File: src/rtl/instr_encoder.sv
// RV32I instruction encoder: packs opcode, register, funct and immediate fields
// into a 32-bit word over a two-stage elastic pipeline, flagging out-of-range immediates.
module instr_encoder #(
  parameter int ERR_CNT_W = 8
) (
  input  logic                 i_clk,
  input  logic                 i_rst,
  input  logic                 i_valid,
  output logic                 o_in_ready,
  input  logic [2:0]           i_fmt,
  input  logic [6:0]           i_opcode,
  input  logic [4:0]           i_rd,
  input  logic [4:0]           i_rs1,
  input  logic [4:0]           i_rs2,
  input  logic [2:0]           i_funct3,
  input  logic [6:0]           i_funct7,
  input  logic [31:0]          i_imm,
  output logic                 o_valid,
  input  logic                 i_out_ready,
  output logic [31:0]          o_instr,
  output logic                 o_err,
  output logic [ERR_CNT_W-1:0] o_err_cnt
);

  localparam logic [2:0] FMT_R = 3'd0;
  localparam logic [2:0] FMT_I = 3'd1;
  localparam logic [2:0] FMT_S = 3'd2;
  localparam logic [2:0] FMT_B = 3'd3;
  localparam logic [2:0] FMT_U = 3'd4;
  localparam logic [2:0] FMT_J = 3'd5;

  function automatic logic imm_err(input logic [2:0] fmt, input logic signed [31:0] imm);
    logic e;
    e = 1'b0;
    case (fmt)
      FMT_R:        e = 1'b0;
      FMT_I, FMT_S: e = (imm < -32'sd2048) || (imm > 32'sd2047);
      FMT_B:        e = (imm < -32'sd4096) || (imm > 32'sd4094) || imm[0];
      FMT_U:        e = (imm[11:0] != 12'h000);
      FMT_J:        e = (imm < -32'sd1048576) || (imm > 32'sd1048574) || imm[0];
      default:      e = 1'b1;
    endcase
    return e;
  endfunction

  function automatic logic [31:0] pack(input logic [2:0] fmt, input logic [6:0] opcode,
                                       input logic [4:0] rd, input logic [4:0] rs1,
                                       input logic [4:0] rs2, input logic [2:0] funct3,
                                       input logic [6:0] funct7, input logic signed [31:0] imm);
    logic [31:0] w;
    w = 32'h0;
    w[6:0] = opcode;
    case (fmt)
      FMT_R: begin
        w[11:7]  = rd;
        w[14:12] = funct3;
        w[19:15] = rs1;
        w[24:20] = rs2;
        w[31:25] = funct7;
      end
      FMT_I: begin
        w[11:7]  = rd;
        w[14:12] = funct3;
        w[19:15] = rs1;
        w[31:20] = imm[11:0];
      end
      FMT_S: begin
        w[11:7]  = imm[4:0];
        w[14:12] = funct3;
        w[19:15] = rs1;
        w[24:20] = rs2;
        w[31:25] = imm[11:5];
      end
      FMT_B: begin
        w[7]     = imm[11];
        w[11:8]  = imm[4:1];
        w[14:12] = funct3;
        w[19:15] = rs1;
        w[24:20] = rs2;
        w[30:25] = imm[10:5];
        w[31]    = imm[12];
      end
      FMT_U: begin
        w[11:7]  = rd;
        w[31:12] = imm[31:12];
      end
      FMT_J: begin
        w[11:7]  = rd;
        w[19:12] = imm[19:12];
        w[20]    = imm[11];
        w[30:21] = imm[10:1];
        w[31]    = imm[20];
      end
      default: w = 32'h0;
    endcase
    return w;
  endfunction

  function automatic logic [ERR_CNT_W-1:0] sat_inc(input logic [ERR_CNT_W-1:0] c);
    return (&c) ? c : c + ERR_CNT_W'(1);
  endfunction

  logic                 vld_p1, vld_p2;
  logic                 err_p1, err_p2;
  logic [2:0]           fmt_p1;
  logic [6:0]           opcode_p1;
  logic [4:0]           rd_p1, rs1_p1, rs2_p1;
  logic [2:0]           funct3_p1;
  logic [6:0]           funct7_p1;
  logic signed [31:0]   imm_p1;
  logic [31:0]          instr_p2;
  logic [ERR_CNT_W-1:0] err_cnt;
  logic                 s1_adv, s2_adv;

  assign s2_adv     = ~vld_p2 | i_out_ready;
  assign s1_adv     = ~vld_p1 | s2_adv;
  assign o_in_ready = s1_adv;

  // Stage 1: capture request fields and range-check result
  always_ff @(posedge i_clk or posedge i_rst) begin
    if (i_rst) begin
      vld_p1 <= 1'b0;
      err_p1 <= 1'b0;
    end else if (s1_adv) begin
      vld_p1 <= i_valid;
      err_p1 <= imm_err(i_fmt, i_imm);
    end
  end

  always_ff @(posedge i_clk) begin
    if (s1_adv) begin
      fmt_p1    <= i_fmt;
      opcode_p1 <= i_opcode;
      rd_p1     <= i_rd;
      rs1_p1    <= i_rs1;
      rs2_p1    <= i_rs2;
      funct3_p1 <= i_funct3;
      funct7_p1 <= i_funct7;
      imm_p1    <= i_imm;
    end
  end

  // Stage 2: packed word, zeroed on error; held while downstream stalls
  always_ff @(posedge i_clk or posedge i_rst) begin
    if (i_rst) begin
      vld_p2   <= 1'b0;
      err_p2   <= 1'b0;
      instr_p2 <= 32'h0;
    end else if (s2_adv) begin
      vld_p2   <= vld_p1;
      err_p2   <= err_p1;
      instr_p2 <= err_p1 ? 32'h0 : pack(fmt_p1, opcode_p1, rd_p1, rs1_p1, rs2_p1,
                                        funct3_p1, funct7_p1, imm_p1);
    end
  end

  always_ff @(posedge i_clk or posedge i_rst) begin
    if (i_rst) begin
      err_cnt <= '0;
    end else if (vld_p2 && i_out_ready && err_p2) begin
      err_cnt <= sat_inc(err_cnt);
    end
  end

  assign o_valid   = vld_p2;
  assign o_instr   = instr_p2;
  assign o_err     = err_p2;
  assign o_err_cnt = err_cnt;

endmodule
File: config.mk
export PLATFORM = sky130hd
export DESIGN_NAME = instr_encoder
export DESIGN_NICKNAME = d
export VERILOG_FILES = /design/src/rtl/instr_encoder.sv
export SDC_FILE = /design/constraint.sdc
export NUM_CORES = 1
export LEC_CHECK = 0
export ABC_AREA = 1
export ABC_CLOCK_PERIOD_IN_PS = 2950
export CELL_PAD_IN_SITES_DETAIL_PLACEMENT = 1
export CELL_PAD_IN_SITES_GLOBAL_PLACEMENT = 2
export CORE_AREA = 2 2 126 128
export DETAILED_ROUTE_END_ITERATION = 16
export DIE_AREA = 0 0 128 130
export PLACE_DENSITY = 0.91
export SLEW_MARGIN = 10
export SYNTH_ARGS = -nofsm -noshare
export SYNTH_HDL_FRONTEND = slang
export SYNTH_SLANG_ARGS = --single-unit
File: constraint.sdc
create_clock -name i_clk -period 2.95 [get_ports i_clk]
set_input_delay 0.59 -clock i_clk [delete_from_list [all_inputs] [get_ports i_clk]]
set_output_delay 0.59 -clock i_clk [all_outputs]
set_load 0.01 [all_outputs]
# ---- After elaboration in Yosys (flattened, before gate mapping)
# Index checks and enable logic that the tools add are counted.
dict set report totals {
  reg_bits 111
  in_bits 71
  output_inout_bits 43
  word_cells 54
}
dict set report op_classes {
  add_sub_neg 1
  magnitude_cmp 6
  eq_ne 10
  n_mux 4
  bitwise 5
  n_reduce_logical 14
}
# op n
set ops {}
lappend ops {{$pmux 25 s6} 1}
lappend ops {{$gt 32x12->1 const B} 1}
lappend ops {{$gt 32x13->1 const B} 1}
lappend ops {{$gt 32x21->1 const B} 1}
lappend ops {{$lt 32x12->1 const B} 1}
lappend ops {{$lt 32x13->1 const B} 1}
lappend ops {{$lt 32x21->1 const B} 1}
lappend ops {{$mux 32} 1}
lappend ops {{$eq 3x2->1 const B} 4}
lappend ops {{$eq 3x3->1 const B} 4}
lappend ops {{$reduce_bool 12->1} 1}
lappend ops {{$add 8x1->8 const B} 1}
lappend ops {{$reduce_and 8->1} 1}
lappend ops {{$mux 7} 1}
lappend ops {{$eq 3x1->1 const B} 2}
lappend ops {{$logic_not 3->1} 2}
lappend ops {{$reduce_or 6->1} 1}
lappend ops {{$logic_or 1x1->1} 5}
lappend ops {{$pmux 1 s5} 1}
lappend ops {{$not 1->1} 3}
lappend ops {{$logic_and 1x1->1} 2}
lappend ops {{$or 1x1->1} 2}
lappend ops {{$reduce_and 2->1} 1}
lappend ops {{$reduce_or 2->1} 1}

# ---- Depth between registers and ports, before layout
dict set report depth {
  ltp_word 4
  ltp_mapped 10
  depth_no_buf 10
}

# ---- Worst setup path before layout
# OpenSTA, ideal clock, no wires.
dict set report synth_timing {
  path_kind {input to output}
  from {in i_out_ready}
  to {out o_in_ready}
  arrival_ps 2130
  required_time_ps 2360
  setup_slack_ps 230
  path_stages 4
  n_path_buf 0
  path_cell_list {nor2_2 inv_1 nor2_1 inv_1}
}
dict set report synth_via {
  elab_chain_len 2
}
# item line
set synth_rtl {}
lappend synth_rtl {{start: declaration} 19} ;# input logic i_out_ready,
lappend synth_rtl {{$or 1x1->1} 115} ;# assign s2_adv = ~vld_p2 | i_out_ready;
lappend synth_rtl {{$or 1x1->1} 116} ;# assign s1_adv = ~vld_p1 | s2_adv;
lappend synth_rtl {{end: declaration} 9} ;# output logic o_in_ready,
# Every way passes these cells.

# ---- Worst setup path after layout
# Same ends and word-level chain as after synthesis.

==> results.md <==
Power
* **Clk network pwr share** 0.340
* **share of total power in combinational logic** 0.160
* **standby leakage power** 2.60 nW
* **switching power** 0.983 mW
* **share of total power consumed by net switching** 0.253
* **Max VDD drop** 0.241 mV
* **design internal power** 2.89 mW
* **sequential fraction of design power** 0.500
* **total power per unit cell area** 615 nW/µm²

Finish
* **post-layout net count** 628
* **number of non-filler instances in the completed layout** 753
* **fill count** 1,681
* **layout cell share with drive strength beyond 1** 0.0624
* **Layout Area Growth over Synthesis** 36.2%
* **ANT cells** 0
* **post-route core utilization** 0.409
* **most common cell after layout, fill and taps aside** clkdlybuf4s50_1
* **cell area after layout** 6310 µm²
* **top library cells by usage in the layout, fill and taps aside** clkdlybuf4s50_1 (113), nand2_1 (89), edfxtp_1 (67), inv_1 (56), nor2_1 (53)

Detailed routing
* **Post-route DRC** 0
* **count of routing violations after the opening detailed-route iteration** 191
* **via/cell ratio** 4.63
* **number of iterations in the first detailed-routing pass** 4
* **average wire per standard cell** 16.3 µm
* **number of nets with antenna violations after detailed routing** 0
* **total detailed-routing wirelength** 12,300 µm
* **via total after detailed routing** 3,483

Yosys
* **fraction of the yosys area taken by sequential cells** 0.672
* **Yosys warning count** 0
* **mean instance size in the synthesized netlist** 10.6 µm²
* **Syn Inst Count** 437
* **net count of the mapped netlist** 509
* **Cell Area, Synth** 4630 µm²
* **distinct cell type count after synthesis** 34
* **number of register bits inferred by synthesis** 111

Place
* **cell area after placement** 5980 µm²
* **post-detail-place hpwl** 9490 µm
* **buffers added on ports** 113
* **gpl congestion** 0.793
* **post-placement cell count** 737

Worst setup path
* **kind of critical path** in2out
* **kind of cell adding the most delay to the critical path** buffers and inverters
* **library cell appearing most often on the critical path** clkdlybuf4s50_1
* **delay of the slowest cell on the worst path** 500 ps
* **ordered cell list for the critical path** clkdlybuf4s50_1, nor2_2, inv_1, nor2_1, inv_2, clkdlybuf4s50_1
* **crit end category** output pin
* **cell with the largest stage delay on the worst path** clkdlybuf4s50_1
* **Req. time, crit path** 2360 ps
* **startpoint types** input port
* **Max Fanout on Critical Path** 3
* **critical path arrival** 2160 ps
* **buffer and inverter count on the worst path** 4

Floorplan
* **boundary pin count** 114
* **Die Span X** 128 µm
* **Die ar.** 16,600 µm²
* **Die Span Y** 130 µm
* **standard cell core area** 15,400 µm²
* **initial cell density of the core** 0.300
* **Placement Rows** 46

Flow run
* **number of maximum-capacitance violations** 0

Timing
* **worst hold slack** 462 ps
* **number of setup violations in the final report** 0
* **max-slew violation total from the final report** 0
* **setup repair after global routing missed its margin** no
* **Post-Route Setup TNS** 0 ps
* **number of failing hold endpoints at the final stage** 0
* **final worst path period need** 2750 ps
* **Max Freq** 363 MHz
* **final cycle utilization of the critical path** 0.933
* **worst-case clock skew** 10.0 ps
* **max_slew headroom** 0.277
* **Tightest Pin Transition** 1080 ps

Clocking
* **CTS Hold Buffers Added** 0
* **clock root buffer** clkbuf_16
* **number of cells upsized or downsized after cts** 0
* **clock transition at the register clock pins on the worst setup and hold paths after CTS** 70 ps
* **number of clock sinks** 111
* **Max clock buf depth** 2
* **number of H-tree branching levels** 3
* **number of buffers created by CTS** 9
* **Clk Latency, worst-skew pair** 350 ps
* **clock tree from TritonCTS** built
* **buffers inserted during post-CTS setup optimization** 0

Global routing
* **maximum number of pins on one net before global-route repair** 69
* **initial antenna violation count** 0
* **Overall Global Routing Usage** 0.154
* **GRT Residual Overflow** 0
* **wire length of the first global-routing pass** 19,700 µm
* **via count of the first global-routing pass** 3,750

Run status
* **outcome** finished, final reports clean

Worst hold path
* **worst hold path class** reg2reg

-- state kept, by name, indices dropped and copies added (netlist names) --
signal	count
funct7_p1	7
rd_p1	5
o_valid	1
err_p1	1
vld_p1	1
o_err_cnt	8
rs2_p1	5
o_instr	32
rs1_p1	5
opcode_p1	7
imm_p1	32
funct3_p1	3
fmt_p1	3
o_err	1
-- power by group through the flow --
stage / clock [mW] / sequential [mW] / combinational [mW]
2_1_floorplan: 0 / 1.98 / 0.242
3_3_place_gp: 0 / 1.96 / 0.613
3_5_place_dp: 0 / 1.97 / 0.632
4_1_cts: 1.35 / 1.94 / 0.634
5_1_grt: 1.41 / 1.96 / 0.688
6_report: 1.32 / 1.94 / 0.621
-- path summary, 6_finish.rpt --
kind	from	to	slack [ps]	depth (start not counted)
setup / recovery	i_out_ready	o_in_ready	200	6
min in group asynchronous	i_rst	o_instr[9]$_DFFE_PP0P_	580	2
max in group asynchronous	i_rst	o_err_cnt[6]$_DFFE_PP0P_	1670	3
setup reg to reg	fmt_p1[2]$_DFFE_PP_	o_instr[23]$_DFFE_PP0P_	820	3
hold / removal	vld_p1$_DFFE_PP0P_	o_valid$_DFFE_PP0P_	460	2
hold reg to reg	vld_p1$_DFFE_PP0P_	o_valid$_DFFE_PP0P_	460	2
-- cells in the mapped netlist (all sizes together) --
master	count	area share
nand2	92	0.076
edfxtp	67	0.43
inv	60	0.049
nor2	58	0.052
dfrtp	44	0.24
o21ai	39	0.043
nand3	21	0.023
a221oi	9	0.017
a22oi	8	0.013
a21oi	7	0.0076
buf	4	0.0062
clkbuf	4	0.0035
xnor2	4	0.0076
and2	3	0.0041
xor2	3	0.0057
nand4	2	0.0027
nor3	2	0.0022
o22ai	2	0.0027
or2	2	0.0027
a211oi	1	0.0027
clkinv	1	0.0011
ha	1	0.0027
nor4	1	0.0014
o21a	1	0.0016
o221ai	1	0.0019
-- area by class of cell --
cell class	instances	area, µm²	area share
multi-input combinational	257	1250	0.198
clock buffer	9	225	0.0357
clock inverter	7	101	0.0161
inverter	61	230	0.0365
tap	192	240	0.0381
timing repair buffer	116	1150	0.183
sequential	111	3110	0.493
-- metrics by stage --
stage          total power [mW]  setup WS [ps]
2_1_floorplan              2.22            230
3_3_place_gp               2.57            213
3_5_place_dp               2.61            224
4_1_cts                    3.93            200
5_1_grt                    4.06            160
6_report                   3.88            198
-- per-layer routing --
| metal | GRT usage | wire, µm |
|---|---|---|
| met4 | 0.0750 | 381 |
| met2 | 0.255 | 6030 |
| met1 | 0.199 | 5480 |
| met3 | 0.0254 | 374 |
| met5 | 0 | 0 |
-- tightest hold or removal path: stages (launching register included) --
cell and delay [ps]:
dfrtp_1 330, inv_1 50, nand2_1 60
-- cell families after synthesis --
kind of cell / after synthesis / synth area share
XOR/XNOR: 7 / 0.0132
flip-flops: 111 / 0.672
adder cells (fa/ha/maj): 1 / 0.00270
buffers and inverters: 69 / 0.0594
AND/OR/NAND/NOR: 181 / 0.164
AO/OA/AOI/OAI: 68 / 0.0894
Note: power is estimated with default switching activity, not from simulation.
